==> src/rtl/lock_key_loader.sv <==
// Serial unlock-key loader for a logic-locked netlist: shifts key bits in LSB first and commits them atomically.
// Optional trailing even-parity bit check is enabled by defining LOCK_KEY_PARITY_EN.
module lock_key_loader #(
  parameter int KEY_WIDTH = 32,
  parameter int TIMEOUT   = 1024
) (
  input  logic                 clk,
  input  logic                 rst,
  input  logic                 load_start,
  input  logic                 key_in_bit,
  input  logic                 key_in_valid,
  output logic                 key_in_ready,
  output logic [KEY_WIDTH-1:0] key_out,
  output logic                 key_valid,
  output logic                 busy,
  output logic                 load_error
);

  localparam int CNT_W = $clog2(KEY_WIDTH + 1);
  localparam int TMO_W = $clog2(TIMEOUT + 1);
  localparam logic [CNT_W-1:0] LAST_BIT = CNT_W'(KEY_WIDTH - 1);
  localparam logic [TMO_W-1:0] TMO_LAST = TMO_W'(TIMEOUT - 1);

`ifdef LOCK_KEY_PARITY_EN
  typedef enum logic [2:0] {
    IDLE   = 3'd0,
    SHIFT  = 3'd1,
    PARITY = 3'd2,
    COMMIT = 3'd3,
    ERROR  = 3'd4
  } state_t;

  function automatic logic parity_even(input logic [KEY_WIDTH-1:0] data, input logic p);
    return ~(^data ^ p);
  endfunction
`else
  typedef enum logic [2:0] {
    IDLE   = 3'd0,
    SHIFT  = 3'd1,
    COMMIT = 3'd3,
    ERROR  = 3'd4
  } state_t;
`endif

  state_t               state_r;
  state_t               state_nxt_s;
  logic [KEY_WIDTH-1:0] shreg_r;
  logic [CNT_W-1:0]     cnt_r;
  logic [TMO_W-1:0]     tmo_r;
  logic                 xfer_s;
  logic                 tmo_hit_s;

  // Next-state decode; load_start overrides everything, including a same-cycle transfer.
  always_comb begin
    xfer_s      = key_in_valid && key_in_ready;
    tmo_hit_s   = !xfer_s && (tmo_r == TMO_LAST);
    state_nxt_s = state_r;
    if (load_start) begin
      state_nxt_s = SHIFT;
    end else begin
      case (state_r)
        IDLE: begin
          state_nxt_s = IDLE;
        end
        SHIFT: begin
          if (tmo_hit_s) begin
            state_nxt_s = ERROR;
          end else if (xfer_s && (cnt_r == LAST_BIT)) begin
`ifdef LOCK_KEY_PARITY_EN
            state_nxt_s = PARITY;
`else
            state_nxt_s = COMMIT;
`endif
          end else begin
            state_nxt_s = SHIFT;
          end
        end
`ifdef LOCK_KEY_PARITY_EN
        PARITY: begin
          if (tmo_hit_s) begin
            state_nxt_s = ERROR;
          end else if (xfer_s) begin
            state_nxt_s = parity_even(shreg_r, key_in_bit) ? COMMIT : ERROR;
          end else begin
            state_nxt_s = PARITY;
          end
        end
`endif
        COMMIT: begin
          state_nxt_s = IDLE;
        end
        ERROR: begin
          state_nxt_s = ERROR;
        end
        default: begin
          state_nxt_s = IDLE;
        end
      endcase
    end
  end

  // State register, datapath and registered outputs; key_out only moves on clear, commit or reset.
  always_ff @(posedge clk or posedge rst) begin
    if (rst) begin
      state_r      <= IDLE;
      shreg_r      <= '0;
      cnt_r        <= '0;
      tmo_r        <= '0;
      key_out      <= '0;
      key_valid    <= 1'b0;
      busy         <= 1'b0;
      key_in_ready <= 1'b0;
      load_error   <= 1'b0;
    end else begin
      state_r      <= state_nxt_s;
`ifdef LOCK_KEY_PARITY_EN
      key_in_ready <= (state_nxt_s == SHIFT) || (state_nxt_s == PARITY);
      busy         <= (state_nxt_s == SHIFT) || (state_nxt_s == PARITY) || (state_nxt_s == COMMIT);
`else
      key_in_ready <= (state_nxt_s == SHIFT);
      busy         <= (state_nxt_s == SHIFT) || (state_nxt_s == COMMIT);
`endif
      if (load_start) begin
        shreg_r    <= '0;
        cnt_r      <= '0;
        tmo_r      <= '0;
        key_out    <= '0;
        key_valid  <= 1'b0;
        load_error <= 1'b0;
      end else begin
        // key_in_ready is high exactly while a load is waiting for bits.
        if (key_in_ready) begin
          if (xfer_s) begin
            tmo_r <= '0;
          end else if (tmo_r != TMO_LAST) begin
            tmo_r <= tmo_r + TMO_W'(1);
          end
        end
        if (xfer_s && (state_r == SHIFT)) begin
          shreg_r <= {key_in_bit, shreg_r[KEY_WIDTH-1:1]};
          cnt_r   <= cnt_r + CNT_W'(1);
        end
        if (state_r == COMMIT) begin
          key_out   <= shreg_r;
          key_valid <= 1'b1;
        end
        if (state_nxt_s == ERROR) begin
          load_error <= 1'b1;
          key_out    <= '0;
          key_valid  <= 1'b0;
        end
      end
    end
  end

endmodule

==> config.mk <==
export PLATFORM = sky130hd
export DESIGN_NAME = lock_key_loader
export DESIGN_NICKNAME = d
export VERILOG_FILES = /design/src/rtl/lock_key_loader.sv
export SDC_FILE = /design/constraint.sdc
export NUM_CORES = 1
export LEC_CHECK = 0
export BUFFER_PORTS_ARGS = -buffer_cell sky130_fd_sc_hd__clkbuf_2
export CORE_MARGIN = 2
export CORE_UTILIZATION = 52
export DETAILED_ROUTE_END_ITERATION = 6
export PLACE_DENSITY = 0.74
export REMOVE_ABC_BUFFERS = 1
export SYNTH_ARGS = -nofsm -noshare
export SYNTH_HDL_FRONTEND = slang
export SYNTH_SLANG_ARGS = --single-unit
export TNS_END_PERCENT = 50
==> constraint.sdc <==
create_clock -name clk -period 2.4 [get_ports clk]
set_input_delay 0.24 -clock clk [delete_from_list [all_inputs] [get_ports clk]]
set_output_delay 0.24 -clock clk [all_outputs]
set_load 0.05 [all_outputs]
=== After elaboration in Yosys (flattened, before gate mapping) ===
Cells that the tools add are included.

* Add/subtract/negate cells: 2
* Eq/ne operators: 9
* Mux-type cells: 20
* Reduce and logical (&&, ||, !) cells: 12

{| class="wikitable"
|+ Operator list
! cell !! number
|-
| $mux W32 || 5
|-
| $mux W11 || 4
|-
| $mux W6 || 2
|-
| $add A11 B1 Y11 const B || 1
|-
| $eq A11 B10 Y1 const B || 1
|-
| $ne A11 B10 Y1 const B || 1
|-
| $add A6 B1 Y6 const B || 1
|-
| $eq A3 B1 Y1 const B || 2
|-
| $eq A3 B2 Y1 const B || 2
|-
| $eq A3 B3 Y1 const B || 2
|-
| $eq A6 B5 Y1 const B || 1
|-
| $mux W3 || 2
|-
| $pmux W3 S2 || 1
|-
| $reduce_bool A2 Y1 || 3
|-
| $reduce_bool A3 Y1 || 2
|-
| $mux W1 || 5
|-
| $logic_and A1 B1 Y1 || 4
|-
| $mux W2 || 1
|-
| $reduce_and A2 Y1 || 1
|-
| $logic_not A1 Y1 || 1
|-
| $logic_or A1 B1 Y1 || 1
|}

* Flip-flop bits (word level): 88

=== Logic depth before layout (Yosys ltp) ===
Gate-level depths: netlist of the first run.

* Word-level depth: 9
* Mapped depth: 6
* Depth with buffers taken out: 5

=== Least setup slack after synthesis of the first run ===
OpenSTA, ideal clock, no wires.

* Kind: reg2reg
* From: register key_in_ready
* To: register tmo_r[9]
* Setup time: 0.078 ns
* Arrival: 1.856 ns
* Slack: 0.466 ns
* Cell stages (with the launch flop): 5
* Buffers on the path: 0
* Period minus slack after synthesis: 1.934 ns
* Cells stage by stage: dfrtp_1 > and4_4 > or4b_1 > or3_1 > a21oi_1

* Word-level cells in the longest chain between the ends: 4
* Elaborated cells on any way between the ends: 7
* Those cells by class: mux (3); reduce/logical (4)

{| class="wikitable"
|+ RTL lines
! what !! line !! text
|-
| start, declared || 12 || <nowiki>output logic key_in_ready,</nowiki>
|-
| start signal, assigned || 120 || <nowiki>key_in_ready <= (state_nxt_s == SHIFT);</nowiki>
|-
| $logic_and A1 B1 Y1 || 55 || <nowiki>xfer_s = key_in_valid && key_in_ready;</nowiki>
|-
| $mux W11 || 133 || <nowiki>if (xfer_s) begin</nowiki>
|-
| $mux W11 || 132 || <nowiki>if (key_in_ready) begin</nowiki>
|-
| $mux W11 || 123 || <nowiki>if (load_start) begin</nowiki>
|-
| end signal, assigned || 136 || <nowiki>tmo_r <= tmo_r + TMO_W'(1);</nowiki>
|-
| end, declared || 49 || <nowiki>logic [TMO_W-1:0] tmo_r;</nowiki>
|}

Parallel ways exist; a longest one is shown, timed or not. The select of a mux whose other input is x is not followed.
A chain may end at the register's enable or synchronous reset.

=== Worst setup path in the final report of the first run ===
* From: register state_r[1]
* To: register shreg_r[18]

* Word-level cells in the longest chain between the ends: 3

{| class="wikitable"
|+ RTL lines
! what !! line !! text
|-
| start, declared || 45 || <nowiki>state_t state_r;</nowiki>
|-
| start signal, assigned || 115 || <nowiki>state_r <= state_nxt_s;</nowiki>
|-
| $eq A3 B1 Y1 || 139 || <nowiki>if (xfer_s && (state_r == SHIFT)) begin</nowiki>
|-
| $logic_and A1 B1 Y1 || 139 ||
|-
| $reduce_bool A2 Y1 (no source line) || n/a ||
|-
| end signal, assigned || 140 || <nowiki>shreg_r <= {key_in_bit, shreg_r[KEY_WIDTH-1:1]};</nowiki>
|-
| end, declared || 47 || <nowiki>logic [KEY_WIDTH-1:0] shreg_r;</nowiki>
|}

Every way passes these cells.

==> run metrics, run 1 <==
hold buffer count at CTS 1; DRC Markers 0; Max clock buf depth 2; Syn Area/Cell 9.21 µm²; routability cong. 0.855; CP Cell Sequence nor3b_1, nand2_1, buf_4, nand2_1, a21oi_1; layout cells sized above 1 17.1%; # port buffers 40; # Post-CTS Setup Buffers 0; Worst-path clk slew 0.09 ns; Synth Area in XOR/XNOR 1.17%; total CTS buffers 9; mux share of post-synthesis cell area 0.568%; die width 88.9 µm; Syn Inst Count 407; asr flop ratio synth 100%; number of synthesized flops with an enable pin 0; fin crit share 75.5%; part of the Yosys area used for sequential elements 58.8%; Pre-Repair DR Iteration Count 4; Pins Over Slew Limit 0; initial antenna violation count 0; via count 2901; power density over the cells 618 nW/µm²; fin nets 453; final setup fails 0; unrepaired setup endpoints after global routing no; most frequent CP cell nand2_1; outcome finished, final reports clean; CTS root buffer clkbuf_8; worst r2r path cells 5; ANT nets after route 0; WP data required 2.63 ns; FF-to-FF setup slack 0.59 ns; Top FF cell, synth dfrtp_1; Tmin final 1.81 ns; WL/cell 13.5 µm; CP peak stage delay 0.46 ns; synthesized area 3750 µm²; Layout fillers 581; first-pass GRT wire length 12300 µm; total power 2.64 mW; drt initial violations 233; hold_ws 0.104 ns; DPL Wire Length 4890 µm; worst-skew pair later-pin latency 0.36 ns; largest family of logic cells by synthesized area simple AND/OR/NAND/NOR gates; Static Leak 1.87 nW; All-Layer GR Usage 20.5%; Placed Instances 530; hold endpoint shreg_r[31]; GRT overflow 0; largest net degree at the start of global routing 55; site row count 30; Post-Route WL 7400 µm; Slowest cell on crit path dfrtp_1; simple-gate share of the synthesized area 22.7%; Initial Util 54.6%; final core utilization 62.3%; Vias per Instance 5.30; VDD IR max 0.000399 V; Final Skew 0.00985 ns; r2r startpoint state_r[1]; area grow syn2layout 14.1%; hold_sp key_in_bit; vias in the first global route 2588; Hold Path Class in -> reg; Num Clock Sinks 88; critical path type reg -> reg; Worst setup SP type flop; CP endpoint kind flop; Synth Area in Compound Gates 13.1%; worst path buffer plus inverter count 1; Tightest Pin Transition 0.740 ns; family with the most delay on the worst path simple AND/OR/NAND/NOR gates; Yosys reg bits 88; Critical Path AT 2.04 ns; Netlist cell types 41; R2R Path End shreg_r[18]; non-filler cells, final 547; area of the core 6870 µm²; slew margin rel. 50.2%; Syn. warnings 0; Setup TNS 0 ns; hold depth 3; die area 7900 µm²; CP max FO 24; Final Hold Vio Count 0; post_cts resized 0; # IOs 41; CTS tree done; Die Ht 88.9 µm; # diodes 0; FMAX 552 MHz; max-cap violations 0; H-tree levels 3; Adder-Cell Fraction of Synth Area 0.668%
through the flow:
step           cell area (µm²)  worst slack (ns)
2_1_floorplan             3650            -0.119
3_3_place_gp              4060             0.643
3_5_place_dp              4060             0.624
4_1_cts                   4280             0.602
5_1_grt                   4280             0.410
6_report                  4280             0.588
state kept, by name (all words and copies together), names as in the netlist:
name          flops
tmo_r            11
shreg_r          32
key_out          32
key_valid         1
cnt_r             6
load_error        1
state_r           3
busy              1
key_in_ready      1
synth_stat cells, drive strengths merged (4+ instances only):
cell type,instances,area share (%)
nor3,5,0.80
nand3,4,0.53
inv,5,0.50
a21oi,71,9.5
nor2b,5,0.83
dfrtp,88,59
and2,4,0.73
nand2,142,14
o21ai,7,0.93
buf,7,1.1
nor2,14,1.5
clkbuf,15,1.5
where the power goes:
| part | internal (mW) | switching (mW) |
|---|---|---|
| combinational | 0.0232 | 0.0813 |
| sequential | 1.49 | 0.00579 |
| clock | 0.513 | 0.530 |
| total | 2.02 | 0.617 |
worst register-to-register path, cell delays in order, from the launching register on:
cell and delay, ns:
dfrtp_1 0.46, nor3b_1 0.42, nand2_1 0.32, buf_4 0.31
nand2_1 0.09, a21oi_1 0.07
kinds of logic (layout without fill, tap and decap cells):
logic type	count (synthesis)	in the layout
and+or+nand+nor	193	193
AOI/OAI and AO/OA	90	90
DFF	88	88
buffers and inverters	27	71
xor gates and xnor gates	5	5
adders and majority gates	2	2
muxes	2	2
placed cells by master (no fill, tap or decap), types with 3 or more instances in the layout:
master | Yosys | layout
clkbuf_8 | 0 | 10
a21oi_1 | 71 | 71
xnor2_1 | 3 | 3
or3_1 | 3 | 3
buf_4 | 0 | 7
nor3_1 | 4 | 4
nor2b_1 | 5 | 5
nand3_1 | 4 | 4
a31oi_1 | 3 | 3
or2_2 | 3 | 3
clkinv_2 | 0 | 3
dfrtp_1 | 88 | 88
nor2_1 | 13 | 13
nor4_1 | 3 | 3
clkbuf_2 | 0 | 40
inv_1 | 5 | 4
nand2_1 | 142 | 142
o21ai_0 | 7 | 7
routing by layer:
layer  global-route usage (%)  up-vias  share of wire [%]
met2                     30.8       62                 47
met3                     4.25       13                3.6
met5                        0        -                  0
met4                     8.68        0                2.1
met1                     29.2     1389                 47
li1                         -     1437                  -
area by class of cell:
class | instances | area (µm²) | share of cell area [%]
Tap cell | 96 | 120 | 2.81
Clock buffer | 10 | 138 | 3.22
Multi-Input combinational cell | 292 | 1430 | 33.4
Sequential cell | 88 | 2200 | 51.5
Clock inverter | 6 | 65.1 | 1.52
Timing Repair Buffer | 50 | 303 | 7.08
Inverter | 5 | 20.0 | 0.468
how the worst max path moves through the flow:
stage	depth (start not counted)	start	endpoint
2_1_floorplan	1	rst	busy
3_3_place_gp	5	key_in_ready	key_valid
3_5_place_dp	4	key_in_ready	tmo_r[7]
4_1_cts	4	key_in_ready	tmo_r[7]
5_1_grt	4	key_in_ready	tmo_r[9]
6_report	5	state_r[1]	shreg_r[18]
No activity file was read; power rests on OpenSTA's default activity.
==> run 2, diff against run 1 <==
ABC_AREA = 1   (was not set)
CORE_UTILIZATION = 55   (was 52)
clock period = 1.8 ns   (was 2.4 ns; I/O delays follow)
==> run metrics, run 2 <==
outcome finished, final reports clean; CTS root buffer clkbuf_8; drt initial violations 180; site row count 30; biggest regs key_out x32, shreg_r x32, tmo_r x11; CP endpoint kind flop; most frequent cells in the layout nand2_1, dfrtp_1, inv_1; Static Leak 2.22 nW; area grow syn2layout 13.9%; worst-skew pair later-pin latency 0.35 ns; Post-Route WL 7640 µm; CP max FO 35; FMAX 588 MHz; CTS tree done; asr flop ratio synth 100%; cell with the most instances after synthesis nand2_1; Num Clock Sinks 88; leading area contributor after synthesis dfrtp_1; Final Skew 0.0100 ns; GRT overflow 0; Synth top area share 56.8%; top cells by area, synth dfrtp_1, nand2_1, inv_1, o22ai_1, nand3_2; Hold Path Class in -> reg; synthesized area 3880 µm²; Pre-Repair DR Iteration Count 4; via count 2955; Tmin final 1.70 ns; critical path type reg -> reg; setup ws final 0.0995 ns; vias in the first global route 2811; Max clock buf depth 2; max-cap violations 0; die area 7740 µm²; VDD IR max 0.000519 V; largest net degree at the start of global routing 89; area of the core 6790 µm²; slew margin rel. 34.4%; Top FF cell, synth dfrtp_1; H-tree levels 3; Syn Area/Cell 9.28 µm²; WP data required 2.05 ns; WL/cell 13.5 µm; Final Hold Vio Count 0; ANT nets after route 0; Worst-path clk slew 0.08 ns; worst slack, placed 0.0543 ns; number of synthesized flops with an enable pin 0; FF-to-FF setup slack 0.1 ns; total CTS buffers 9; non-filler cells, final 566; DPL Wire Length 4890 µm; worst r2r path cells 8; placed instance area 4230 µm²; # Post-CTS Setup Buffers 0; Layout fillers 544; r2r startpoint tmo_r[1]; total power 3.58 mW; fin crit share 94.5%; die width 88.0 µm; Placed Instances 550; Syn. warnings 0; part of the Yosys area used for sequential elements 56.8%; Worst setup SP type flop; top cells by count, synth nand2_1, dfrtp_1, inv_1; Initial Util 57.1%; Pins Over Slew Limit 0; Tightest Pin Transition 0.981 ns; Setup TNS 0 ns; CP endpoint key_out[10]; initial antenna violation count 0; power density over the cells 810 nW/µm²; unrepaired setup endpoints after global routing no; Syn Inst Count 418; All-Layer GR Usage 21.9%; DRC Markers 0; R2R Path End key_out[10]; Post-Layout Inst Area 4420 µm²; first-pass GRT wire length 13000 µm; # IOs 41; Critical Path AT 1.95 ns; Netlist cell types 30; most common cell after layout, fill and taps aside nand2_1; routability cong. 0.881; final setup fails 0; # diodes 0; Die Ht 88.0 µm; # port buffers 40; fin nets 473; Vias per Instance 5.22; Yosys reg bits 88; Setup crit start tmo_r[1]; layout cells sized above 1 21.9%
==> run 2: changes by cell type after synthesis, moves of 18 or more <==
cell and change:
o22ai_1 +30, a21oi_1 -66, nand2_1 -30, nand3_1 +22, nand3_2 +18, inv_1 +49
==> run 2: layout make-up <==
type,count,area (µm²),area share (%)
Sequential cell,88,2200,49.8
Multi-Input combinational cell,256,1380,31.3
Timing Repair Buffer,55,340,7.70
Inverter,56,211,4.79
Clock buffer,10,128,2.89
Tap cell,96,120,2.72
Clock inverter,5,35.0,0.793
==> run 2: stage by stage <==
step                util, %  hold WS [ns]
finish                 65.0         0.105
global route           65.0         0.116
CTS                    64.8        0.0926
floorplan                 -         0.326
global placement       62.3         0.300
detailed placement     62.3         0.298
==> run 2: what timing repair did <==
| action | CTS | global route |
|---|---|---|
| hold buffers | 1 | 0 |
| resized for setup | 0 | 3 |
| setup endpoints to repair | 0 | 37 |
| endpoints found under the hold margin | 88 | 0 |
==> run 2: worst min path at each step <==
stage | from | end | slack (ns) | depth (start not counted)
after floorplan | load_start | cnt_r[5] | 0.33 | 3
after global placement | rst | key_out[22] | 0.30 | 3
after detailed placement | rst | key_out[22] | 0.30 | 3
after CTS | key_in_bit | shreg_r[31] | 0.09 | 3
after global routing | key_in_bit | shreg_r[31] | 0.12 | 3
final | key_in_bit | shreg_r[31] | 0.10 | 3
==> run 2: logic make-up (layout without fill, tap and decap cells) <==
group                      after synthesis  after routing  share of synthesized area [%]
AOI/OAI and AO/OA                       52             52                           8.20
xor gates and xnor gates                 3              3                          0.678
adders and majority gates                2              2                          0.645
buffers and inverters                   74            126                           8.13
DFF                                     88             88                           56.8
and+or+nand+nor                        199            199                           25.6
==> run 2: layer usage <==
metal	global-route usage [%]	wire length (µm)	share of wire (%)
met5	0	0	0
met2	32.8	3640	48
met4	8.81	187	2.4
met1	31.2	3500	46
met3	5.00	308	4.0
==> run 2: report_power, final <==
| group | switching, mW | internal [mW] |
|---|---|---|
| combinational | 0.266 | 0.100 |
| clock | 0.672 | 0.494 |
| sequential | 0.0320 | 2.02 |
==> run 2: critical path, cell delays in order, from the launching register on <==
cell and delay, ns:
dfrtp_1 0.41, ha_2 0.23, nand2_2 0.08, nor2_4 0.12, nand3_4 0.08, o21ai_4 0.22
nand2_8 0.21, nand3_1 0.14, nand2_1 0.06
==> run 3, diff against run 2 <==
CORE_ASPECT_RATIO = 1.75   (was not set)
==> run metrics, run 3 (synthesized netlist as in run 2, its figures left out) <==
CP endpoint kind flop; # IOs 41; Hold Path Class in -> reg; ANT nets after route 0; Static Leak 2.29 nW; CTS root buffer clkbuf_16; Vias per Instance 5.30; biggest regs key_out x32, shreg_r x32, tmo_r x11; fin nets 475; worst slack, placed 0.0641 ns; Tightest Pin Transition 0.726 ns; placed instance area 4220 µm²; Final Skew 0.00666 ns; first-pass GRT wire length 13700 µm; outcome finished, final reports clean; VDD IR max 0.000726 V; vias in the first global route 3037; routability cong. 0.762; largest net degree at the start of global routing 47; die width 67.5 µm; slew margin rel. 51.2%; WP data required 2.03 ns; Pre-Repair DR Iteration Count 4; area grow syn2layout 17.4%; area of the core 6860 µm²; Max clock buf depth 2; Worst setup SP type flop; Setup TNS 0 ns; r2r startpoint tmo_r[1]; initial antenna violation count 0; GRT overflow 0; # Post-CTS Setup Buffers 0; Pins Over Slew Limit 0; fin crit share 91.6%; final setup fails 0; DPL Wire Length 5510 µm; Initial Util 56.6%; drt initial violations 113; unrepaired setup endpoints after global routing yes; Critical Path AT 1.88 ns; WL/cell 14.4 µm; critical path type reg -> reg; CP max FO 35; Post-Layout Inst Area 4550 µm²; # port buffers 40; total CTS buffers 9; Worst-path clk slew 0.06 ns; FMAX 607 MHz; DRC Markers 0; final core utilization 66.4%; site row count 40; Post-Route WL 8020 µm; worst-skew pair later-pin latency 0.34 ns; Tmin final 1.65 ns; Final Hold Vio Count 0; most frequent cells in the layout nand2_1, dfrtp_1, inv_1; power density over the cells 925 nW/µm²; All-Layer GR Usage 23.5%; CTS tree done; hold_sp key_in_bit; total power 4.21 mW; most common cell after layout, fill and taps aside nand2_1; Setup crit start tmo_r[1]; H-tree levels 3; setup ws final 0.151 ns; Num Clock Sinks 88; via count 2951; die area 7760 µm²; layout cells sized above 1 22.4%; max-cap violations 0; Die Ht 115 µm; # diodes 0
-- run 3: final cells by class --
class                   instances  area, µm²
well taps                      84        105
inverters                      56        211
fillers                       574       2310
clock buffers                  12        267
repair buffers                 56        348
clock inverters                 4       27.5
flip-flops and latches         88       2200
multi-input cells             257       1390
-- run 3: stage by stage --
step | hold slack (ns) | instances
2_1_floorplan | 0.326 | 400
3_5_place_dp | 0.140 | 539
4_1_cts | 0.129 | 556
3_3_place_gp | 0.133 | 539
6_report | 0.129 | 557
5_1_grt | 0.141 | 557
-- run 3: timing repair --
item	CTS	global route
hold buffers	1	0
gates resized for setup	0	3
setup endpoints to repair	0	32
endpoints found under the hold margin	17	0
-- run 3: path summary, 6_finish.rpt --
kind / end / slack (ns) / cells past startpoint
worst max-delay path: key_out[16] / 0.15 / 8
worst min register to register: key_out[11] / 0.47 / 2
worst min-delay path: shreg_r[31] / 0.13 / 3
max in group asynchronous: tmo_r[6] / 0.81 / 4
worst max register to register: key_out[16] / 0.15 / 8
min in group asynchronous: key_out[24] / 0.34 / 3
-- run 3: worst max-delay path: stages, from the launching register on --
cell and delay, ns:
dfrtp_1 0.39, ha_1 0.22, nand2_2 0.08, nor2_4 0.12, nand3_4 0.09, o21ai_4 0.22, nand2_8 0.21, nand3_1 0.14
nand2_1 0.05
-- run 3: routing by layer --
layer,GRT usage (%),vias to the layer above,routed length [µm]
li1,-,1455,-
met1,26.3,1442,3280
met2,41.6,43,4360
met3,5.97,11,238
met4,9.12,0,139
met5,0,-,0
-- run 3: report_power, final --
group          switching [mW]  internal [mW]  leakage (nW)
registers              0.0310           2.02          1.21
logic                   0.273         0.0998         0.940
clock network           0.744           1.04         0.137
